### src/rtl/arb_pkg.sv
// ---------------------------------------------------------------------------
// arb_pkg
// Shared definitions for the mux8 round-robin arbiter.
//   N_REQ          : number of requesters (fixed at 8, the mux fan-in)
//   SEL_W          : width of the mux select / requester index
//   state_t        : arbiter state encoding (IDLE, BUSY)
//   onehot_to_idx  : converts an 8-bit one-hot grant to its 3-bit index
// ---------------------------------------------------------------------------
package arb_pkg;

   localparam int N_REQ = 8;
   localparam int SEL_W = 3;

   typedef enum logic {
      IDLE = 1'b0,
      BUSY = 1'b1
   } state_t;

   // OR-reduction of indices; a zero vector maps to index 0.
   function automatic logic [SEL_W-1:0] onehot_to_idx(input logic [N_REQ-1:0] oh);
      logic [SEL_W-1:0] r;
      r = '0;
      for (int i = 0; i < N_REQ; i++) begin
         if (oh[i]) r = r | SEL_W'(i);
      end
      return r;
   endfunction

endpackage

### src/rtl/rr_pick8.sv
// ---------------------------------------------------------------------------
// rr_pick8
// Combinational round-robin picker: the first set bit of (req & mask),
// searching from index ptr upward and wrapping modulo 8.
// Ports:
//   req    [7:0] in  : request vector
//   ptr    [2:0] in  : search start index
//   mask   [7:0] in  : enables per requester (0 excludes the bit)
//   found        out : at least one candidate exists
//   idx    [2:0] out : winning index (0 when nothing is found)
//   onehot [7:0] out : one-hot of the winner (0 when nothing is found)
// ---------------------------------------------------------------------------
module rr_pick8
   import arb_pkg::*;
(
   input  logic [N_REQ-1:0] req,
   input  logic [SEL_W-1:0] ptr,
   input  logic [N_REQ-1:0] mask,
   output logic             found,
   output logic [SEL_W-1:0] idx,
   output logic [N_REQ-1:0] onehot
);

   logic [N_REQ-1:0] cand;
   logic [N_REQ-1:0] rot;
   logic [SEL_W-1:0] off;

   assign cand = req & mask;

   // Rotate so that bit 0 of rot is requester ptr; the 3-bit index sum wraps.
   always_comb begin
      rot = '0;
      for (int i = 0; i < N_REQ; i++) begin
         rot[i] = cand[SEL_W'(i) + ptr];
      end
   end

   // Lowest set bit of the rotated vector; scanning downward lets the
   // last hit (the lowest index) win.
   always_comb begin
      found = 1'b0;
      off   = '0;
      for (int i = N_REQ - 1; i >= 0; i--) begin
         if (rot[i]) begin
            found = 1'b1;
            off   = SEL_W'(i);
         end
      end
   end

   // Rotate back to an absolute index.
   assign idx    = found ? (off + ptr) : '0;
   assign onehot = found ? (N_REQ'(1) << idx) : '0;

endmodule

### src/rtl/mux8_rr_arbiter.sv
// ---------------------------------------------------------------------------
// mux8_rr_arbiter
// Round-robin arbiter that shares one 8:1 datapath mux among 8 requesters.
// A grant is held until the resource pulses done or the requester withdraws;
// on release the arbiter re-arbitrates in the same cycle, so back-to-back
// grants have no idle bubble. The mux selects are driven directly.
// Ports:
//   clk        in  : rising-edge clock
//   rst_n      in  : asynchronous active-low reset
//   req[7:0]   in  : request per requester (bit i <-> mux input Di)
//   done       in  : one-cycle pulse, current transfer finished
//   gnt[7:0]   out : registered one-hot grant
//   gnt_valid  out : high while a grant is held
//   sel_s0     out : mux select MSB (sel[2])
//   sel_s1     out : mux select middle bit (sel[1])
//   sel_s2     out : mux select LSB (sel[0])
//   timeout    out : one-cycle pulse when a grant is forcibly revoked
// Build option:
//   ARB_TIMEOUT_EN : when defined, a grant held for MAX_HOLD cycles without
//                    done is revoked and timeout pulses. When undefined no
//                    hold counter exists and timeout is tied low.
// ---------------------------------------------------------------------------
module mux8_rr_arbiter
   import arb_pkg::*;
#(
   parameter int MAX_HOLD = 16
)(
   input  logic             clk,
   input  logic             rst_n,
   input  logic [N_REQ-1:0] req,
   input  logic             done,
   output logic [N_REQ-1:0] gnt,
   output logic             gnt_valid,
   output logic             sel_s0,
   output logic             sel_s1,
   output logic             sel_s2,
   output logic             timeout
);

   if (MAX_HOLD < 2 || MAX_HOLD > 255) begin : g_bad_max_hold
      $error("mux8_rr_arbiter: MAX_HOLD must be in 2..255");
   end

   state_t           state;
   logic [N_REQ-1:0] gnt_q;
   logic             gnt_valid_q;
   logic [SEL_W-1:0] sel_q;
   logic [SEL_W-1:0] ptr_q;

   logic [SEL_W-1:0] gidx;
   logic             withdraw;
   logic             to_hit;
   logic             rel;
   logic             arb;

   logic [N_REQ-1:0] pk_mask;
   logic             pk_found;
   logic [SEL_W-1:0] pk_idx;
   logic [N_REQ-1:0] pk_onehot;

   logic             nxt_found;
   logic [SEL_W-1:0] nxt_idx;
   logic [N_REQ-1:0] nxt_onehot;

   assign gidx     = onehot_to_idx(gnt_q);
   assign withdraw = (state == BUSY) && !req[gidx];
   assign rel      = (state == BUSY) && (done || withdraw || to_hit);
   assign arb      = (state == IDLE) || rel;

   // While busy, the releasing requester is excluded from the first search.
   assign pk_mask = (state == BUSY) ? ~gnt_q : '1;

   rr_pick8 u_pick (
      .req    (req),
      .ptr    (ptr_q),
      .mask   (pk_mask),
      .found  (pk_found),
      .idx    (pk_idx),
      .onehot (pk_onehot)
   );

   // A still-requesting releaser is re-granted only when nobody else asks.
   always_comb begin
      nxt_found  = pk_found;
      nxt_idx    = pk_idx;
      nxt_onehot = pk_onehot;
      if ((state == BUSY) && !pk_found && req[gidx]) begin
         nxt_found  = 1'b1;
         nxt_idx    = gidx;
         nxt_onehot = gnt_q;
      end
   end

`ifdef ARB_TIMEOUT_EN
   localparam int CNT_W = $clog2(MAX_HOLD + 1);
   localparam logic [CNT_W-1:0] HOLD_LAST = CNT_W'(MAX_HOLD - 1);
   localparam logic [CNT_W-1:0] HOLD_SAT  = '1;

   logic [CNT_W-1:0] hold_cnt;
   logic             timeout_q;

   // Forced revoke only when nothing else is already ending the grant.
   assign to_hit = (state == BUSY) && (hold_cnt == HOLD_LAST) && !done && !withdraw;

   always_ff @(posedge clk or negedge rst_n) begin
      if (!rst_n) begin
         hold_cnt  <= '0;
         timeout_q <= 1'b0;
      end else begin
         timeout_q <= to_hit;
         if (arb) begin
            hold_cnt <= '0;
         end else if (hold_cnt != HOLD_SAT) begin
            hold_cnt <= hold_cnt + CNT_W'(1);
         end
      end
   end

   assign timeout = timeout_q;
`else
   assign to_hit  = 1'b0;
   assign timeout = 1'b0;
`endif

   always_ff @(posedge clk or negedge rst_n) begin
      if (!rst_n) begin
         state       <= IDLE;
         gnt_q       <= '0;
         gnt_valid_q <= 1'b0;
         sel_q       <= '0;
         ptr_q       <= '0;
      end else if (arb) begin
         if (nxt_found) begin
            state       <= BUSY;
            gnt_q       <= nxt_onehot;
            gnt_valid_q <= 1'b1;
            sel_q       <= nxt_idx;
            ptr_q       <= nxt_idx + SEL_W'(1);
         end else begin
            // sel keeps its last value while idle
            state       <= IDLE;
            gnt_q       <= '0;
            gnt_valid_q <= 1'b0;
         end
      end
   end

   assign gnt       = gnt_q;
   assign gnt_valid = gnt_valid_q;
   assign sel_s0    = sel_q[2];
   assign sel_s1    = sel_q[1];
   assign sel_s2    = sel_q[0];

endmodule

### config.mk
export PLATFORM = sky130hd
export DESIGN_NAME = mux8_rr_arbiter
export DESIGN_NICKNAME = d
export VERILOG_FILES = /design/src/rtl/arb_pkg.sv /design/src/rtl/rr_pick8.sv /design/src/rtl/mux8_rr_arbiter.sv
export SDC_FILE = /design/constraint.sdc
export NUM_CORES = 1
export LEC_CHECK = 0
export ABC_CLOCK_PERIOD_IN_PS = 3650
export BUFFER_PORTS_ARGS = -buffer_cell sky130_fd_sc_hd__clkbuf_2
export CAP_MARGIN = 30
export CORE_MARGIN = 10
export CORE_UTILIZATION = 40
export CTS_BUF_LIST = sky130_fd_sc_hd__clkbuf_4 sky130_fd_sc_hd__clkbuf_8
export CTS_CLUSTER_DIAMETER = 60
export CTS_CLUSTER_SIZE = 12
export DETAILED_ROUTE_END_ITERATION = 10
export SYNTH_ARGS = -nofsm -noshare
export SYNTH_HDL_FRONTEND = slang
export SYNTH_SLANG_ARGS = --single-unit
### constraint.sdc
create_clock -name clk -period 3.65 [get_ports clk]
set_clock_uncertainty 0.2 [all_clocks]
set_input_delay 0.365 -clock clk [delete_from_list [all_inputs] [get_ports clk]]
set_output_delay 0.365 -clock clk [all_outputs]
set_load 0.005 [all_outputs]
; ---- Word-level counts from Yosys, hierarchy flattened
; Cells that the tools add are included.
[totals]
register_bits = 15
output_inout_bits = 13
word_cells = 86
[op_classes]
add_sub_neg = 9
order_cmp = 9
eq_ne = 1
shifts = 1
muxes = 49
bitwise = 3
n_reduce_logical = 10
[op_table]
columns = op, count
row1 = $mux W3, 14
row2 = $lt A3 B4 Y1 const B, 9
row3 = $mux W8, 4
row4 = $bmux W1 S3, 9
row5 = $mux W1, 20
row6 = $add A3 B3 Y3 const A, 4
row7 = $and A8 B8 Y8, 1
row8 = $not A8 Y8, 1
row9 = $shl A1 B3 Y8 const A, 1
row10 = $add A2 B3 Y3 const A, 2
row11 = $logic_and A1 B1 Y1, 4
row12 = $mux W2, 2
row13 = $reduce_and A2 Y1, 2
row14 = $add A1 B3 Y3 const A, 1
row15 = $add A3 B1 Y3 const B, 1
row16 = $add A3 B3 Y3, 1
row17 = $logic_not A1 Y1, 2
row18 = $logic_or A1 B1 Y1, 2
row19 = $ne A2 B2 Y1 const B, 1
row20 = $not A1 Y1, 1

; ---- Depth between registers and ports, before layout
; Gate-level depths: netlist (run 1).
[depth]
word_depth = 19
depth_mapped = 19
depth_no_buf = 17

; ---- Modules after synthesis
; From an unflattened synthesis (run 1), not the netlist that was laid out.
[unflattened]
cells_unflattened = 154
area_unflattened_um2 = 1473.9
[modules_own_cells]
columns = module, instances, cells_per_inst, area_per_inst_um2
row1 = mux8_rr_arbiter, 1, 81, 875.8
row2 = rr_pick8, 1, 73, 598.1

; ---- Least setup slack after synthesis (run 1)
; No wires, ideal clock.
[synth_path]
path_type = register -> register
startpoint = reg ptr_q[0]
endpoint = reg ptr_q[2]
setup_ns = 0.069
arrival_time_ns = 3.450
slack_ns = -0.068
stages_incl_launch_ff = 20
period_less_slack_ns = 3.718
cell_sequence = dfrtp_1 buf_6 buf_12 inv_1 ha_1 inv_1 mux4_2 inv_1 a21oi_1 o21bai_1 a21oi_1 ha_1 inv_1 fa_1 a21oi_1 ha_1 inv_1 a311oi_1 nand4_1 nand3_1
[synth_via]
elab_chain_cells = 16
word_cells_on_any_way = 48
cone_classes = add/sub: 9 / mux: 35 / reduce/logical: 4
[synth_lines]
columns = item, line_no
row1 = "start, declared", mux8_rr_arbiter.sv:48  ; logic [SEL_W-1:0] ptr_q;
row2 = "start signal, assigned", mux8_rr_arbiter.sv:138  ; ptr_q <= nxt_idx + SEL_W'(1);
row3 = branches (longest 14 deep; another with $add A3 B3 Y3), n/a
row4 = $mux W3 (*), mux8_rr_arbiter.sv:87  ; if ((state == BUSY) && !pk_found && req[gidx]) begin
row5 = net nxt_idx[1], mux8_rr_arbiter.sv:62  ; logic [SEL_W-1:0] nxt_idx;
row6 = $add A3 B1 Y3 (*), mux8_rr_arbiter.sv:138
; Mark *: on every way through the listed nets, which the timed path passes. The select of a mux whose other input is x is not followed.
; A chain may end at the register's enable or synchronous reset.

; ---- Worst setup path after layout (run 1)
; Same ends and word-level chain as after synthesis.

==> impl_metrics.env, run 1 <==
export IMPL_status="finished with violations"
export IMPL_violations="setup timing"
export IMPL_clk_latency_ns=0.25
export IMPL_tightest_slew_ns=0.539
export IMPL_r2r_cells=16
export IMPL_initial_core_util_pct=41.6
export IMPL_gp_congestion=0.938
export IMPL_netlist_instances=135
export IMPL_drt_initial_drc_count=58
export IMPL_first_global_vias=1373
export IMPL_timing_rr_end="ptr_q[2]"
export IMPL_rows=22
export IMPL_rsz0062_at_grt="yes"
export IMPL_coreArea_um2=3690
export IMPL_cts_tree="yes"
export IMPL_slew_viol_final=0
export IMPL_clockBufferDepth=2
export IMPL_dieArea_um2=6710
export IMPL_synthDominantCellAreaShare_pct=24.5
export IMPL_maxCapViolCount=0
export IMPL_vias=1395
export IMPL_synth_area_um2=1530
export IMPL_yosysWarnings=0
export IMPL_fin_util_pct=57.5
export IMPL_synth_area_leaders="dfrtp_1 24%, mux4_2 8.8%, mux2_2 6.6%"
export IMPL_synth_simple_area_share_pct=13.3
export IMPL_yosysMostFrequentCell="dfrtp_1"
export IMPL_routed_wirelength_um=4260
export IMPL_synth_top_family_by_area="multiplexers"
export IMPL_synth_edf_count=0
export IMPL_n_fill_cell=322
export IMPL_antenna_found_initial=0
export IMPL_drive_gt1_share_pct=60.4
export IMPL_die_h_um=81.9
export IMPL_fin_crit_sh_pct=102
export IMPL_final_nets=209
export IMPL_syn_area_per_cell_um2=11.4
export IMPL_ff2ff_setup_slack_ns=-0.07
export IMPL_cts_sinks=15
export IMPL_overflow=0
export IMPL_hold_path_end="sel_q[0]"
export IMPL_die_w_um=81.9
export IMPL_ant_nets=0
export IMPL_grt_max_degree=19
export IMPL_critPathKind="reg -> reg"
export IMPL_grt_busiest_layer="met2"
export IMPL_use_met2_pct=21.3
export IMPL_synth_xor_area_share_pct=1.71
export IMPL_timing_rr_start="ptr_q[0]"
export IMPL_vias_per_cell=5.81
export IMPL_hold_path_cell_count=1
export IMPL_synthMuxAreaShare_pct=27.8
export IMPL_port_buffers=22
export IMPL_ys_flop_type="dfrtp_1"
export IMPL_wl_per_cell_um=17.7
export IMPL_hp_class="reg -> reg"
export IMPL_grt_util_met1_pct=15.4
export IMPL_synth_compound_area_share_pct=20.1
export IMPL_clk_pin_slew_worst_paths_ns=0.06
export IMPL_critPathArrivalTime_ns=3.70
export IMPL_yosysSeqAreaShare_pct=24.5
export IMPL_io_pin_count=24
export IMPL_grt_pass1_wl_um=6670
export IMPL_critPathLaunchType="flip-flop"
export IMPL_ys_types=51
export IMPL_fmax_ghz=0.269
export IMPL_yosysTopAreaCell="dfrtp_1"
export IMPL_syn2layout_area_growth_pct=38.4
export IMPL_async_flop_share_pct=100
export IMPL_final_min_clock_period_ns=3.72
export IMPL_setup_viol=3
export IMPL_diodes=0
export IMPL_layout_setup_ws_ns=-0.0662
export IMPL_met3_usage_pct=3.49
export IMPL_firstDrtPassIters=4
export IMPL_cts_buffers=3
export IMPL_drc=0
export IMPL_synth_common_cells="15 x dfrtp_1, 12 x a21oi_1, 10 x mux2i_1"
export IMPL_root_buffer="clkbuf_8"
export IMPL_hold_violations=0
export IMPL_post_dp_hpwl_um=3210
export IMPL_crit_required_ns=3.63
export IMPL_gr_usage_all_layers_pct=12.6
export IMPL_synthAdderAreaFrac_pct=4.57
export IMPL_htree_levels=1
export IMPL_ys_ff_latch=15
export IMPL_synth_nets=151
export IMPL_cp_end_kind="flip-flop"
export IMPL_critPathMaxFanout=9
export IMPL_hp_start="sel_q[0]"
export IMPL_slew_headroom_pct=64.1
## timing repair
action,4_1_cts,5_1_grt
endpoints found under the setup margin,5,11
buffers inserted,4,3
hold endpoints to repair,15,0
cloned,0,2
gates resized for setup,4,27
pin swaps,0,10
hold buffers,1,0
## layer usage
layer  wire, um  up-vias
met1       1820      716
li1           -      648
met2       2170       27
met3        217        4
met5          0        -
met4         49        0
## cell type report
type / count / area, um^2 / share of cell area [%]
inverters: 8 / 30.0 / 1.42
flip-flops and latches: 15 / 377 / 17.8
clock buffers: 3 / 41.3 / 1.95
multi-input cells: 105 / 1180 / 55.5
well taps: 48 / 60.1 / 2.83
clock inverters: 1 / 5.00 / 0.236
repair buffers: 60 / 432 / 20.4
## flip-flops by register name, summed over array words and instances, names as in the netlist
| name | cells |
|---|---|
| gnt | 8 |
| gnt_valid | 1 |
| ptr_q | 3 |
| sel_q | 3 |
## cell families (layout without fill, tap and decap cells)
family / Yosys count / count (layout)
fa+ha+maj: 5 / 5
flops: 15 / 15
simple gates: 28 / 28
xor+xnor: 3 / 3
buf+inv: 15 / 72
other cells: 1 / 1
compound gates: 38 / 38
mux: 30 / 30
## metrics by stage
stage | area, um^2 | setup TNS, ns | hold slack (ns) | setup WS [ns] | std cells
floorplan | 1540 | -0.0306 | -0.131 | -0.0306 | 135
global placement | 1840 | -0.0477 | 0.0999 | -0.0400 | 226
detailed placement | 1840 | -0.162 | 0.103 | -0.0740 | 226
CTS | 1950 | -0.0251 | 0.298 | -0.0251 | 235
global route | 2120 | -0.856 | 0.333 | -0.167 | 240
finish | 2120 | -0.138 | 0.297 | -0.0662 | 240
## worst max-delay path by stage
stage,startpoint,slack [ns],cells after the start,endpoint
floorplan,ptr_q[0],-0.03,19,ptr_q[2]
global placement,ptr_q[0],-0.04,15,gnt[0]
detailed placement,ptr_q[0],-0.07,15,gnt[0]
CTS,ptr_q[0],-0.03,17,ptr_q[2]
global route,ptr_q[0],-0.17,18,ptr_q[2]
finish,ptr_q[0],-0.07,16,ptr_q[2]
## critical path: stages (launching register included)
cell,delay [ns]
dfrtp_2,0.42
buf_12,0.15
mux2i_1,0.30
a21oi_2,0.08
mux4_2,0.51
nand2b_4,0.16
a21oi_2,0.11
o21bai_1,0.08
a21oi_1,0.13
ha_2,0.19
inv_2,0.04
fa_2,0.58
a21oi_4,0.08
ha_4,0.16
buf_4,0.12
a311o_1,0.26
nand3_1,0.08
## cells in the final DEF, fill, tap and decap left out, types with 4 or more instances in the layout
master and n:
inv_1 6, clkbuf_2 22, a21oi_4 4, nand2_1 5, dfrtp_1 14, mux2i_1 7, mux4_2 8, buf_4 34
a21oi_2 7, a22o_1 4, mux2_2 7
Power of run 1 is left out: the tool's default activity adds up to more than one toggle a clock period on the data nets, which glitch-free logic cannot reach.
==> inputs of run 2 (changes only) <==
ABC_CLOCK_PERIOD_IN_PS = 4600   (was 3650)
clock period = 4.6 ns   (was 3.65 ns; I/O delays follow)
==> impl_metrics.env, run 2 (synthesis results as in run 1) <==
export IMPL_cts_tree="yes"
export IMPL_routed_wirelength_um=3470
export IMPL_gp_congestion=0.869
export IMPL_largest_reg_flops=8
export IMPL_drc=0
export IMPL_port_buffers=22
export IMPL_hp_class="reg -> reg"
export IMPL_critPathKind="reg -> reg"
export IMPL_clk_pin_slew_worst_paths_ns=0.06
export IMPL_cts_sinks=15
export IMPL_drt_initial_drc_count=67
export IMPL_antenna_found_initial=0
export IMPL_first_global_vias=1190
export IMPL_critPathLaunchType="flip-flop"
export IMPL_final_nets=173
export IMPL_vias_per_cell=5.97
export IMPL_critPathArrivalTime_ns=4.03
export IMPL_diodes=0
export IMPL_fmax_ghz=0.247
export IMPL_max_stage_delay_ns=0.62
export IMPL_die_h_um=81.9
export IMPL_crit_path_frequent_cell="a21oi_1"
export IMPL_fin_crit_sh_pct=88.0
export IMPL_grt_pass1_wl_um=5940
export IMPL_crit_buf_inv=3
export IMPL_slowest_stage="mux4_1"
export IMPL_rows=22
export IMPL_tns_ns=0
export IMPL_io_pin_count=24
export IMPL_critPathMaxFanout=20
export IMPL_cp_end_kind="flip-flop"
export IMPL_r2r_cells=17
export IMPL_hold_path_cell_count=1
export IMPL_setup_viol=0
export IMPL_slew_headroom_pct=46.3
export IMPL_cts_buffers=3
export IMPL_post_dp_hpwl_um=2780
export IMPL_gr_usage_all_layers_pct=11.0
export IMPL_ant_nets=0
export IMPL_dieArea_um2=6710
export IMPL_slew_viol_final=0
export IMPL_path_depth=17
export IMPL_htree_levels=1
export IMPL_rsz0062_at_grt="no"
export IMPL_grt_max_degree=21
export IMPL_vias=1217
export IMPL_layout_common_cells="22 x clkbuf_2, 15 x dfrtp_1, 12 x a21oi_1"
export IMPL_clockBufferDepth=2
export IMPL_hold_violations=0
export IMPL_crit_required_ns=4.58
export IMPL_tightest_slew_ns=0.798
export IMPL_root_buffer="clkbuf_8"
export IMPL_cp_top_family="compound AO/OA/AOI/OAI gates"
export IMPL_die_w_um=81.9
export IMPL_initial_core_util_pct=41.6
export IMPL_maxCapViolCount=0
export IMPL_coreArea_um2=3690
export IMPL_syn2layout_area_growth_pct=9.63
export IMPL_overflow=0
export IMPL_clk_latency_ns=0.24
export IMPL_drive_gt1_share_pct=34.6
export IMPL_status="complete, no violations"
export IMPL_final_min_clock_period_ns=4.05
export IMPL_firstDrtPassIters=4
export IMPL_mostFrequentLayoutCell="clkbuf_2"
export IMPL_wl_per_cell_um=17.0
export IMPL_crit_path_cell_trace="buf_4 -> mux2i_1 -> a21oi_1 -> mux4_1 -> nand2b_1 -> a21oi_1 -> o21bai_1 -> a21oi_1 -> ha_1 -> inv_1 -> fa_1 -> a21oi_1 -> ha_1 -> inv_1 -> a311oi_1 -> nand4_1 -> nand3_1"
==> run 2: path summary, 6_finish.rpt <==
kind / start / to / slack (ns)
worst max-delay path: ptr_q[0] / ptr_q[2] / 0.55
worst max register to register: ptr_q[0] / ptr_q[2] / 0.55
min in group asynchronous: rst_n / sel_q[2] / 0.46
max in group asynchronous: rst_n / gnt[2] / 3.48
worst min register to register: sel_q[0] / sel_q[0] / 0.29
worst min-delay path: sel_q[0] / sel_q[0] / 0.29
==> run 2: per-stage QoR <==
stage / instances / hold slack (ns) / instance area [um^2] / setup WS [ns] / util [%]
final: 204 / 0.288 / 1680 / 0.553 / 45.6
after global routing: 204 / 0.318 / 1680 / 0.267 / 45.6
after CTS: 204 / 0.300 / 1680 / 0.563 / 45.6
after detailed placement: 199 / 0.191 / 1620 / 0.598 / 44.0
after global placement: 199 / 0.184 / 1620 / 0.683 / 44.0
after floorplan: 135 / -0.0356 / 1530 / 0.882 / -
==> run 2: repair_timing <==
action                                 in CTS  in global routing
hold buffers                                1                  0
gates resized for setup                     0                  0
endpoints found under the hold margin      15                  0
setup buffers                               0                  0
==> run 2: final cells by class <==
| class | instances | area (um^2) |
|---|---|---|
| inverter | 8 | 30.0 |
| tap | 48 | 60.1 |
| timing repair buffer | 24 | 128 |
| clock buffer | 4 | 48.8 |
| multi-input combinational | 105 | 1040 |
| sequential | 15 | 375 |
| fill | 364 | 2010 |
==> run 2: metal layers <==
metal	track usage [%]	part of all wire, %	routed length (um)	up-vias
li1	-	-	-	586
met2	18.5	47	1640	35
met5	0	0	0	-
met3	3.49	7.0	241	3
met4	2.21	0.43	15	0
met1	13.5	45	1580	593
Power of run 2 is left out for the same reason.
